File: src/rtl/load_store_unit.sv
// Load/store unit: byte/half/word accesses over a byte-addressed memory port, read-modify-write for sub-word stores.
// Latency from req sample: load +2, word store +2, byte/half store +3, illegal/trapped access +1 (done pulse).
// Backpressure: none queued; req is sampled only in IDLE and ignored while busy.
// Optional feature: define LSU_MISALIGN_TRAP_EN to flag misaligned H/HU/W accesses with err instead of accessing memory.
module load_store_unit (
  input  logic        i_clk,
  input  logic        i_reset,
  input  logic        i_req,
  input  logic        i_we,
  input  logic [2:0]  i_funct3,
  input  logic [31:0] i_addr,
  input  logic [31:0] i_wdata,
  output logic [31:0] o_rdata,
  output logic        o_done,
  output logic        o_err,
  output logic        o_busy,
  output logic [31:0] o_mem_A,
  output logic [31:0] o_mem_WD,
  output logic        o_mem_WE,
  input  logic [31:0] i_mem_RD
);

  typedef enum logic [1:0] {IDLE, READ, WRITE, DONE} state_t;

  state_t      r_state;
  logic [31:0] r_addr;
  logic        r_we;
  logic [2:0]  r_funct3;
  logic [31:0] r_wdata;
  logic [31:0] r_word;
  logic [31:0] r_rdata;
  logic        r_done;
  logic        r_err;
  logic        r_busy;
  logic [31:0] r_mem_a;
  logic        r_mem_we;

  logic        w_illegal;
  logic        w_misalign;
  logic [31:0] w_load_ext;
  logic [31:0] w_merge;

  // Only the five RISC-V load/store size codes are legal
  always_comb begin
    w_illegal = 1'b0;
    case (i_funct3)
      3'b011, 3'b110, 3'b111: w_illegal = 1'b1;
      default:                w_illegal = 1'b0;
    endcase
  end

`ifdef LSU_MISALIGN_TRAP_EN
  // Halfwords need an even address, words a 4-byte aligned address
  always_comb begin
    w_misalign = 1'b0;
    if (i_funct3[1:0] == 2'b01)
      w_misalign = i_addr[0];
    else if (i_funct3[1:0] == 2'b10)
      w_misalign = (i_addr[1:0] != 2'b00);
  end
`else
  assign w_misalign = 1'b0;
`endif

  // Extend the read word straight from the memory port so rdata is valid in the DONE cycle
  always_comb begin
    w_load_ext = i_mem_RD;
    case (r_funct3)
      3'b000:  w_load_ext = {{24{i_mem_RD[31]}}, i_mem_RD[31:24]};
      3'b100:  w_load_ext = {24'h000000, i_mem_RD[31:24]};
      3'b001:  w_load_ext = {{16{i_mem_RD[31]}}, i_mem_RD[31:16]};
      3'b101:  w_load_ext = {16'h0000, i_mem_RD[31:16]};
      default: w_load_ext = i_mem_RD;
    endcase
  end

  // Sub-word stores replace the leading byte/half of the word captured in READ
  always_comb begin
    w_merge = r_wdata;
    case (r_funct3[1:0])
      2'b00:   w_merge = {r_wdata[7:0], r_word[23:0]};
      2'b01:   w_merge = {r_wdata[15:0], r_word[15:0]};
      default: w_merge = r_wdata;
    endcase
  end

  // Access FSM with registered status and memory-address outputs
  always_ff @(posedge i_clk) begin
    if (i_reset) begin
      r_state  <= IDLE;
      r_addr   <= 32'h0;
      r_we     <= 1'b0;
      r_funct3 <= 3'b000;
      r_wdata  <= 32'h0;
      r_word   <= 32'h0;
      r_rdata  <= 32'h0;
      r_done   <= 1'b0;
      r_err    <= 1'b0;
      r_busy   <= 1'b0;
      r_mem_a  <= 32'h0;
      r_mem_we <= 1'b0;
    end else begin
      case (r_state)
        IDLE: begin
          r_done   <= 1'b0;
          r_err    <= 1'b0;
          r_mem_we <= 1'b0;
          r_mem_a  <= 32'h0;
          if (i_req) begin
            r_addr   <= i_addr;
            r_we     <= i_we;
            r_funct3 <= i_funct3;
            r_wdata  <= i_wdata;
            r_busy   <= 1'b1;
            if (w_illegal || w_misalign) begin
              r_state <= DONE;
              r_done  <= 1'b1;
              r_err   <= 1'b1;
            end else if (i_we && (i_funct3[1:0] == 2'b10)) begin
              r_state  <= WRITE;
              r_mem_a  <= i_addr;
              r_mem_we <= 1'b1;
            end else begin
              r_state <= READ;
              r_mem_a <= i_addr;
            end
          end
        end
        READ: begin
          r_word <= i_mem_RD;
          if (r_we) begin
            r_state  <= WRITE;
            r_mem_we <= 1'b1;
          end else begin
            r_state <= DONE;
            r_done  <= 1'b1;
            r_rdata <= w_load_ext;
            r_mem_a <= 32'h0;
          end
        end
        WRITE: begin
          r_state  <= DONE;
          r_done   <= 1'b1;
          r_mem_we <= 1'b0;
          r_mem_a  <= 32'h0;
        end
        default: begin
          r_state <= IDLE;
          r_done  <= 1'b0;
          r_err   <= 1'b0;
          r_busy  <= 1'b0;
        end
      endcase
    end
  end

  assign o_rdata  = r_rdata;
  assign o_done   = r_done;
  assign o_err    = r_err;
  assign o_busy   = r_busy;
  assign o_mem_A  = r_mem_a;
  // Write data only presented while the write strobe is registered high
  assign o_mem_WD = (r_state == WRITE) ? w_merge : 32'h0;
  // Reset kills an in-flight write immediately, not one edge later
  assign o_mem_WE = r_mem_we & ~i_reset;

endmodule

File: config.mk
export PLATFORM = sky130hd
export DESIGN_NAME = load_store_unit
export DESIGN_NICKNAME = d
export VERILOG_FILES = /design/src/rtl/load_store_unit.sv
export SDC_FILE = /design/constraint.sdc
export NUM_CORES = 1
export LEC_CHECK = 0
export CORE_MARGIN = 2
export CORE_UTILIZATION = 48
export DETAILED_ROUTE_END_ITERATION = 16
export PLACE_DENSITY = 0.81
export SYNTH_ARGS = -nofsm -noshare
export SYNTH_HDL_FRONTEND = slang
export SYNTH_SLANG_ARGS = --single-unit
File: constraint.sdc
create_clock -name i_clk -period 4.95 [get_ports i_clk]
set_input_delay 0.7425 -clock i_clk [delete_from_list [all_inputs] [get_ports i_clk]]
set_output_delay 0.7425 -clock i_clk [all_outputs]
set_load 0.005 [all_outputs]
# Yosys cells after proc, flatten, opt, wreduce, memory -nomap -nowiden
# Cells that the tools add are included.
[classes]
reduce_logical = 12
eq_ne = 13
bitwise_logic = 4
mux = 25
[ops]
columns = ["op", "count"]
rows = [
  ["$mux W32", 4],
  ["$pmux W32 S4", 1],
  ["$pmux W32 S3", 1],
  ["$pmux W32 S2", 1],
  ["$eq A3 B3 Y1 const B", 4],
  ["$mux W1", 10],
  ["$reduce_and A2 Y1", 5],
  ["$mux W2", 3],
  ["$ne A2 B2 Y1 const B", 3],
  ["$pmux W1 S3", 2],
  ["$pmux W2 S3", 1],
  ["$eq A2 B1 Y1 const B", 2],
  ["$eq A2 B2 Y1 const B", 2],
  ["$logic_not A2 Y1", 2],
  ["$pmux W1 S2", 2],
  ["$eq A3 B1 Y1 const B", 1],
  ["$eq A3 B2 Y1 const B", 1],
  ["$logic_not A3 Y1", 1],
  ["$not A1 Y1", 3],
  ["$reduce_bool A3 Y1", 1],
  ["$reduce_or A3 Y1", 1],
  ["$reduce_or A2 Y1", 1],
  ["$and A1 B1 Y1", 1],
  ["$logic_and A1 B1 Y1", 1],
]
[totals]
out_inout_bits = 100
elab_cells = 65
reg_bits = 130
in_bits = 103

# Depth between registers and ports, before layout
# Gate-level depths: netlist of the first run.
[depth]
depth_word = 6
ltp_mapped = 8
mapped_depth_nobuf = 5

# Least setup slack after synthesis of the first run
# No wires, ideal clock.
[synth_path]
kind = "input -> output"
startpoint = "input i_reset"
endpoint = "output o_mem_WE"
required_ns = 4.208
path_slack_ns = 3.029
arrival_ns = 1.178
cell_stages = 3
path_cell_list = "buf_2 -> clkbuf_1 -> nor2b_1"
[synth_between]
elab_chain_cells = 2
[synth_lines]
columns = ["element", "line_no", "text"]
rows = [
  ["start, declared", "7", "input logic i_reset,"],
  ["$not A1 Y1", "165", "assign o_mem_WE = r_mem_we & ~i_reset;"],
  ["$and A1 B1 Y1", "165", ""],
  ["end, declared", "19", "output logic o_mem_WE,"],
]
# No other way between the ends.

# Worst setup path after layout of the first run
[layout_path]
startpoint = "register r_funct3[0]"
endpoint = "output o_mem_WD[23]"
[layout_between]
elab_chain_cells = 3
word_cells_on_any_way = 4
cone_classes = "eq/ne: 1; mux: 2; reduce/logical: 1"
[layout_lines]
columns = ["element", "line_no", "text"]
rows = [
  ["start, declared", "28", "logic [2:0] r_funct3;"],
  ["start signal, assigned", "112", "r_funct3 <= i_funct3;"],
  ["$eq A2 B1 Y1 or $logic_not A2 Y1 (tied branches)", "80", "case (r_funct3[1:0])"],
  ["$pmux W32 S2 (*)", "80", ""],
  ["$mux W32 (*)", "163", "assign o_mem_WD = (r_state == WRITE) ? w_merge : 32'h0;"],
  ["end, declared", "18", "output logic [31:0] o_mem_WD,"],
]
# Mark *: on every way between the ends. The rest lies on a longest branch, timed or not.

==> results of run 1 <==
==> Yosys cell counts, drive strengths merged <==
master / number
a31oi: 1
o21ai: 19
a211oi: 25
nor4: 1
nor3: 1
o2111a: 1
dfxtp: 130
nor2b: 20
nor2: 51
and2: 17
and2b: 1
nand2: 148
inv: 37
a22oi: 8
mux2: 8
clkbuf: 19
a311oi: 1
mux2i: 57
a21oi: 52
o31ai: 1
nand3: 2
buf: 39
ha: 4
or4: 1
nand3b: 1
o32ai: 32
nand2b: 11
nand4: 1
o211ai: 8
==> kinds of logic after synthesis <==
logic type | count (synthesis) | synth area share [%]
AND/OR/NAND/NOR | 255 | 19.0
AO/OA/AOI/OAI | 148 | 16.9
flip-flops | 130 | 44.5
buffers and inverters | 95 | 7.46
multiplexers | 65 | 11.3
adder cells (fa/ha/maj) | 4 | 0.855
==> worst max-delay path: stages (launching register included) <==
cell and delay (ps):
dfxtp_1 630, buf_4 390, mux2i_1 310, o21ai_1 80, and2_1 210, clkdlybuf4s50_1 460
==> flip-flops by register name (all words and copies together), names as in the netlist, 2 cells and up <==
name	cells
o_mem_A	32
o_rdata	32
r_funct3	3
r_state	2
r_wdata	32
r_word	24
==> where the power goes <==
part | switching, µW | internal (µW) | total [µW]
Combinational | 698 | 702 | 1400
Sequential | 204 | 1290 | 1490
Clock | 506 | 705 | 1210
==> per-layer routing <==
layer | up-vias | wire (µm) | global-route usage (%)
li1 | 2701 | - | -
met1 | 2658 | 7560 | 34.4
met2 | 266 | 8410 | 42.8
met3 | 32 | 1220 | 4.24
met4 | 0 | 340 | 8.94
met5 | - | 0 | 0
==> layout by cell type, fill, tap and decap left out, types with 3 or more instances in the layout <==
| cell type | n |
|---|---|
| and2_1 | 17 |
| nand2_1 | 148 |
| o211ai_1 | 8 |
| nand2b_1 | 11 |
| nor2b_1 | 18 |
| o21ai_1 | 17 |
| mux2i_1 | 57 |
| clkbuf_16 | 17 |
| o32ai_1 | 32 |
| a211oi_1 | 25 |
| clkdlybuf4s50_1 | 201 |
| dfxtp_1 | 129 |
| inv_1 | 36 |
| clkinv_2 | 3 |
| buf_4 | 7 |
| a22oi_1 | 8 |
| ha_1 | 4 |
| mux2_1 | 8 |
| inv_6 | 6 |
| a21oi_1 | 49 |
| nor2_1 | 50 |
==> worst max path at each step <==
| stage | endpoint | slack, ps | depth (start not counted) |
|---|---|---|---|
| after floorplan | o_mem_WE | 3030 | 3 |
| after global placement | o_mem_WD[23] | 2190 | 5 |
| after CTS | o_mem_WD[23] | 1730 | 5 |
| after global routing | o_mem_WD[23] | 1620 | 5 |
| after detailed placement | o_mem_A[10]$_SDFFE_PP0P_ | 2010 | 4 |
| final | o_mem_WD[23] | 1720 | 5 |
==> through the flow <==
step | power [µW] | hold slack (ps)
after detailed placement | 2890 | 444
after global placement | 2840 | 442
after global routing | 4310 | 463
after floorplan | 2320 | 437
final | 4110 | 452
after CTS | 4110 | 452
==> final cells by class <==
type	instances	area, µm²
Fill cell	947	3570
Multi-Input combinational cell	472	2830
Sequential cell	130	2610
Timing Repair Buffer	208	2060
Clock buffer	17	425
Tap cell	147	184
Clock inverter	15	145
Inverter	37	139
==> impl_metrics.ini, run 1 <==
[status]
status = complete, no violations

[sta]
rsz0062_at_grt = false
relSlewSlack_pct = 13.0
worst_slew_pin_slew_ps = 1300
drv_slew = 0
final.min_clock_period_ps = 3230
max_freq_ghz = 0.309
setup_viol = 0
tns_ps = 0
worst_clock_skew_ps = 9.46
hold_viol_final = 0
worst_slack_ps = 1720
finalCritPeriodShare_pct = 65.3

[logic_synthesis]
synth_top_area_cell = dfxtp_1
synth_area_um2 = 5850
syn-num-nets = 804
ys_warn_count = 0
syn_inst = 697
synth.top_cell.area_share_pct = 44.5
netlist_top_cells_area = dfxtp_1 44%, mux2i_1 9.7%, nand2_1 9.5%
synth_cell_types = 36
ys_ff_latch = 130
ys_seq_area_share_pct = 44.5
avgSynthCellArea_um2 = 8.40

[job]
drv_cap = 0

[clock_network]
postCtsHoldBufs = 0
clk_latency_ps = 410
numCtsBuffers = 17
cts.htree.levels = 4
clk_pin_slew_ps = 60
cts-root-buf = clkbuf_16
cts_buffer_depth = 2
cts-resized-gates = 0
cts_setup_buffers = 0
tritoncts = yes
cts_sinks = 130

[global_route]
grt_pass1_vias = 5146
grt.overflow.total = 0
grt_start_max_net_pins = 92
grt.total_usage_pct = 25.9
antenna_found_initial = 0
grt_pass1_wl_mm = 26.6

[floorplanning]
design.core.area_um2 = 12000
die_h_um = 114
die_width_um = 114
io_pins = 203
dieArea_um2 = 13100
initial_core_util_pct = 48.9
rows = 40

[layout]
fin_nets = 973
antenna_cells = 0
fin_area_um2 = 8390
final_util_pct = 70.1
fin_cells = 1026
area_delta_synth_final_pct = 43.4
drive_above_1_share_pct = 5.57

[detailed_routing]
detail-route-antenna-nets = 0
route.vias.total = 5657
wire_per_inst_um = 17.1
drc = 0
drt-pass1-iter-count = 5
viasPerCell = 5.51
routed_wl_mm = 17.5
drt_iter0_drc = 522

[worst_hold_path]
worstHoldStart = o_err$_SDFFE_PP0P_
hold_depth = 2
min_to = o_err$_SDFFE_PP0P_
hold_class = reg -> reg

[pwr]
leakagePower_uw = 0.00296
ir_drop_v = 0.000247
power_per_cell_area_nw_per_um2 = 489

[setup_path]
critPathRequiredTime_ps = 4210
criticalPathCategory = reg -> out
crit_fanout = 17
rrSetupSlack_ps = 2380
r2r-end = o_mem_A[10]$_SDFFE_PP0P_
endpoint_kind = primary output
arrival_ps = 2490
reg2reg_from = r_state[0]$_SDFFE_PP0N_
start_kind = flop
startpoint = r_funct3[0]$_SDFFE_PP0P_
rr_worst_depth = 5

[place]
place.port_buffers = 202
detailed_place_hpwl_mm = 12.1
dpl_worst_slack_ps = 2010
dp.cells = 994
place_area_um2 = 7820
gp_congestion = 0.851
Note: power is estimated with default switching activity, not from simulation.
==> run 2: changes to the inputs <==
- CORE_UTILIZATION: 48 -> 46
- PLACE_DENSITY: 0.81 -> 0.78
- clock period: 4.95 -> 3.15 ns (I/O delays scaled with it)
==> impl_metrics.ini, run 2 (synthesis gave the netlist of run 1 again) <==
[layout]
layout_commonest_cell = clkdlybuf4s50_1
fin_area_um2 = 8490
layout_common_cells = 201 x clkdlybuf4s50_1, 148 x nand2_1, 129 x dfxtp_1
fill_cells = 1047
drive_above_1_share_pct = 6.00
final_util_pct = 67.9
fin_cells = 1055
fin_nets = 977
antenna_cells = 0
area_delta_synth_final_pct = 45.2

[place]
dpl_worst_slack_ps = 794
dp.cells = 1023
place.port_buffers = 202
gp_congestion = 0.881
detailed_place_hpwl_mm = 12.4
place_area_um2 = 7890

[detailed_routing]
viasPerCell = 5.25
wire_per_inst_um = 16.5
drt-pass1-iter-count = 5
route.vias.total = 5536
detail-route-antenna-nets = 0
drt_iter0_drc = 484
routed_wl_mm = 17.4
drc = 0

[job]
drv_cap = 0

[floorplanning]
io_pins = 203
design.core.area_um2 = 12500
die_width_um = 117
dieArea_um2 = 13600
rows = 41
initial_core_util_pct = 46.8
die_h_um = 117

[setup_path]
crit_cells = 5
criticalPathCategory = reg -> out
rr_worst_depth = 4
arrival_ps = 2300
crit_chain = buf_12 > mux2i_1 > o21ai_1 > and2_1 > clkdlybuf4s50_1
crit_fanout = 17
endpoint_kind = primary output
critical-path-top-delay-family = buffers and inverters
critPathRequiredTime_ps = 2680
cpPeakStageDelay_ps = 680
path_buf_inv = 2
crit_slowest_cell = dfxtp_1
start_kind = flop

[pwr]
sw_frac_of_total_pct = 33.1
pwr-share-comb_pct = 34.1
p_sw_uw = 2160
power_per_cell_area_nw_per_um2 = 768
p_int_uw = 4360
leakagePower_uw = 0.00298
pwr-share-seq_pct = 35.7
pwr-share-clk_pct = 30.1
ir_drop_v = 0.000442

[clock_network]
cts_setup_buffers = 0
clk_pin_slew_ps = 60
cts_sinks = 130
clk_latency_ps = 400
cts_buffer_depth = 2
cts.htree.levels = 4
postCtsHoldBufs = 0
cts-root-buf = clkbuf_16
tritoncts = yes
numCtsBuffers = 17
cts-resized-gates = 0

[sta]
hold_viol_final = 0
rsz0062_at_grt = false
setup_viol = 0
max_freq_ghz = 0.360
worst_slack_ps = 373
final.min_clock_period_ps = 2780
relSlewSlack_pct = 46.5
worst_slew_pin_slew_ps = 802
tns_ps = 0
worst_clock_skew_ps = 8.55
finalCritPeriodShare_pct = 88.2
drv_slew = 0

[global_route]
grt.total_usage_pct = 24.7
grt.overflow.total = 0
grt_pass1_wl_mm = 26.2
grt_start_max_net_pins = 70
antenna_found_initial = 0
grt_pass1_vias = 5263

[worst_hold_path]
hold_class = in -> reg
hold_depth = 2

[status]
status = complete, no violations
run 2: cell types whose count changed in the layout (fill, tap and decap cells not counted):
cell	previous run	this run
bufinv_16	1	2
buf_4	7	10
clkinv_2	3	1
buf_12	0	1
clkinvlp_4	1	4
inv_8	2	0
inv_6	6	4
clkbuf_8	0	2
run 2: power groups by stage:
stage / clock network (µW) / logic, µW / registers, µW
3_3_place_gp: 0 / 2150 / 2340
4_1_cts: 1990 / 2230 / 2330
6_report: 1970 / 2230 / 2330
2_1_floorplan: 0 / 1390 / 2250
3_5_place_dp: 0 / 2200 / 2360
5_1_grt: 2050 / 2440 / 2370
run 2: final cells by class:
class	instances	area (µm²)	area share, %
Clock buffer	19	453	5.33
Clock inverter	13	148	1.74
Inverter	37	139	1.63
Multi-Input combinational cell	472	2830	33.3
Sequential cell	130	2610	30.7
Tap cell	172	215	2.53
Timing Repair Buffer	212	2110	24.8
run 2: worst paths after layout:
path | startpoint | end | slack (ps)
min reg2reg | o_rdata[31]$_SDFFE_PP0P_ | o_rdata[31]$_SDFFE_PP0P_ | 450
max | r_funct3[0]$_SDFFE_PP0P_ | o_mem_WD[26] | 370
min | i_reset | o_mem_A[12]$_SDFFE_PP0P_ | 450
max reg2reg | r_funct3[1]$_SDFFE_PP0P_ | o_rdata[16]$_SDFFE_PP0P_ | 940
run 2: metrics by stage:
| stage | hold WS, ps | total power [µW] |
|---|---|---|
| after floorplan | 437 | 3640 |
| after global placement | 444 | 4480 |
| after detailed placement | 447 | 4560 |
| after CTS | 436 | 6540 |
| after global routing | 452 | 6870 |
| final | 452 | 6530 |
run 2: routing by layer:
metal	track usage (%)	up-vias	wire (µm)
li1	-	2711	-
met1	31.9	2579	7520
met3	4.94	26	1150
met4	7.84	0	335
met2	41.8	220	8400
met5	0	-	0
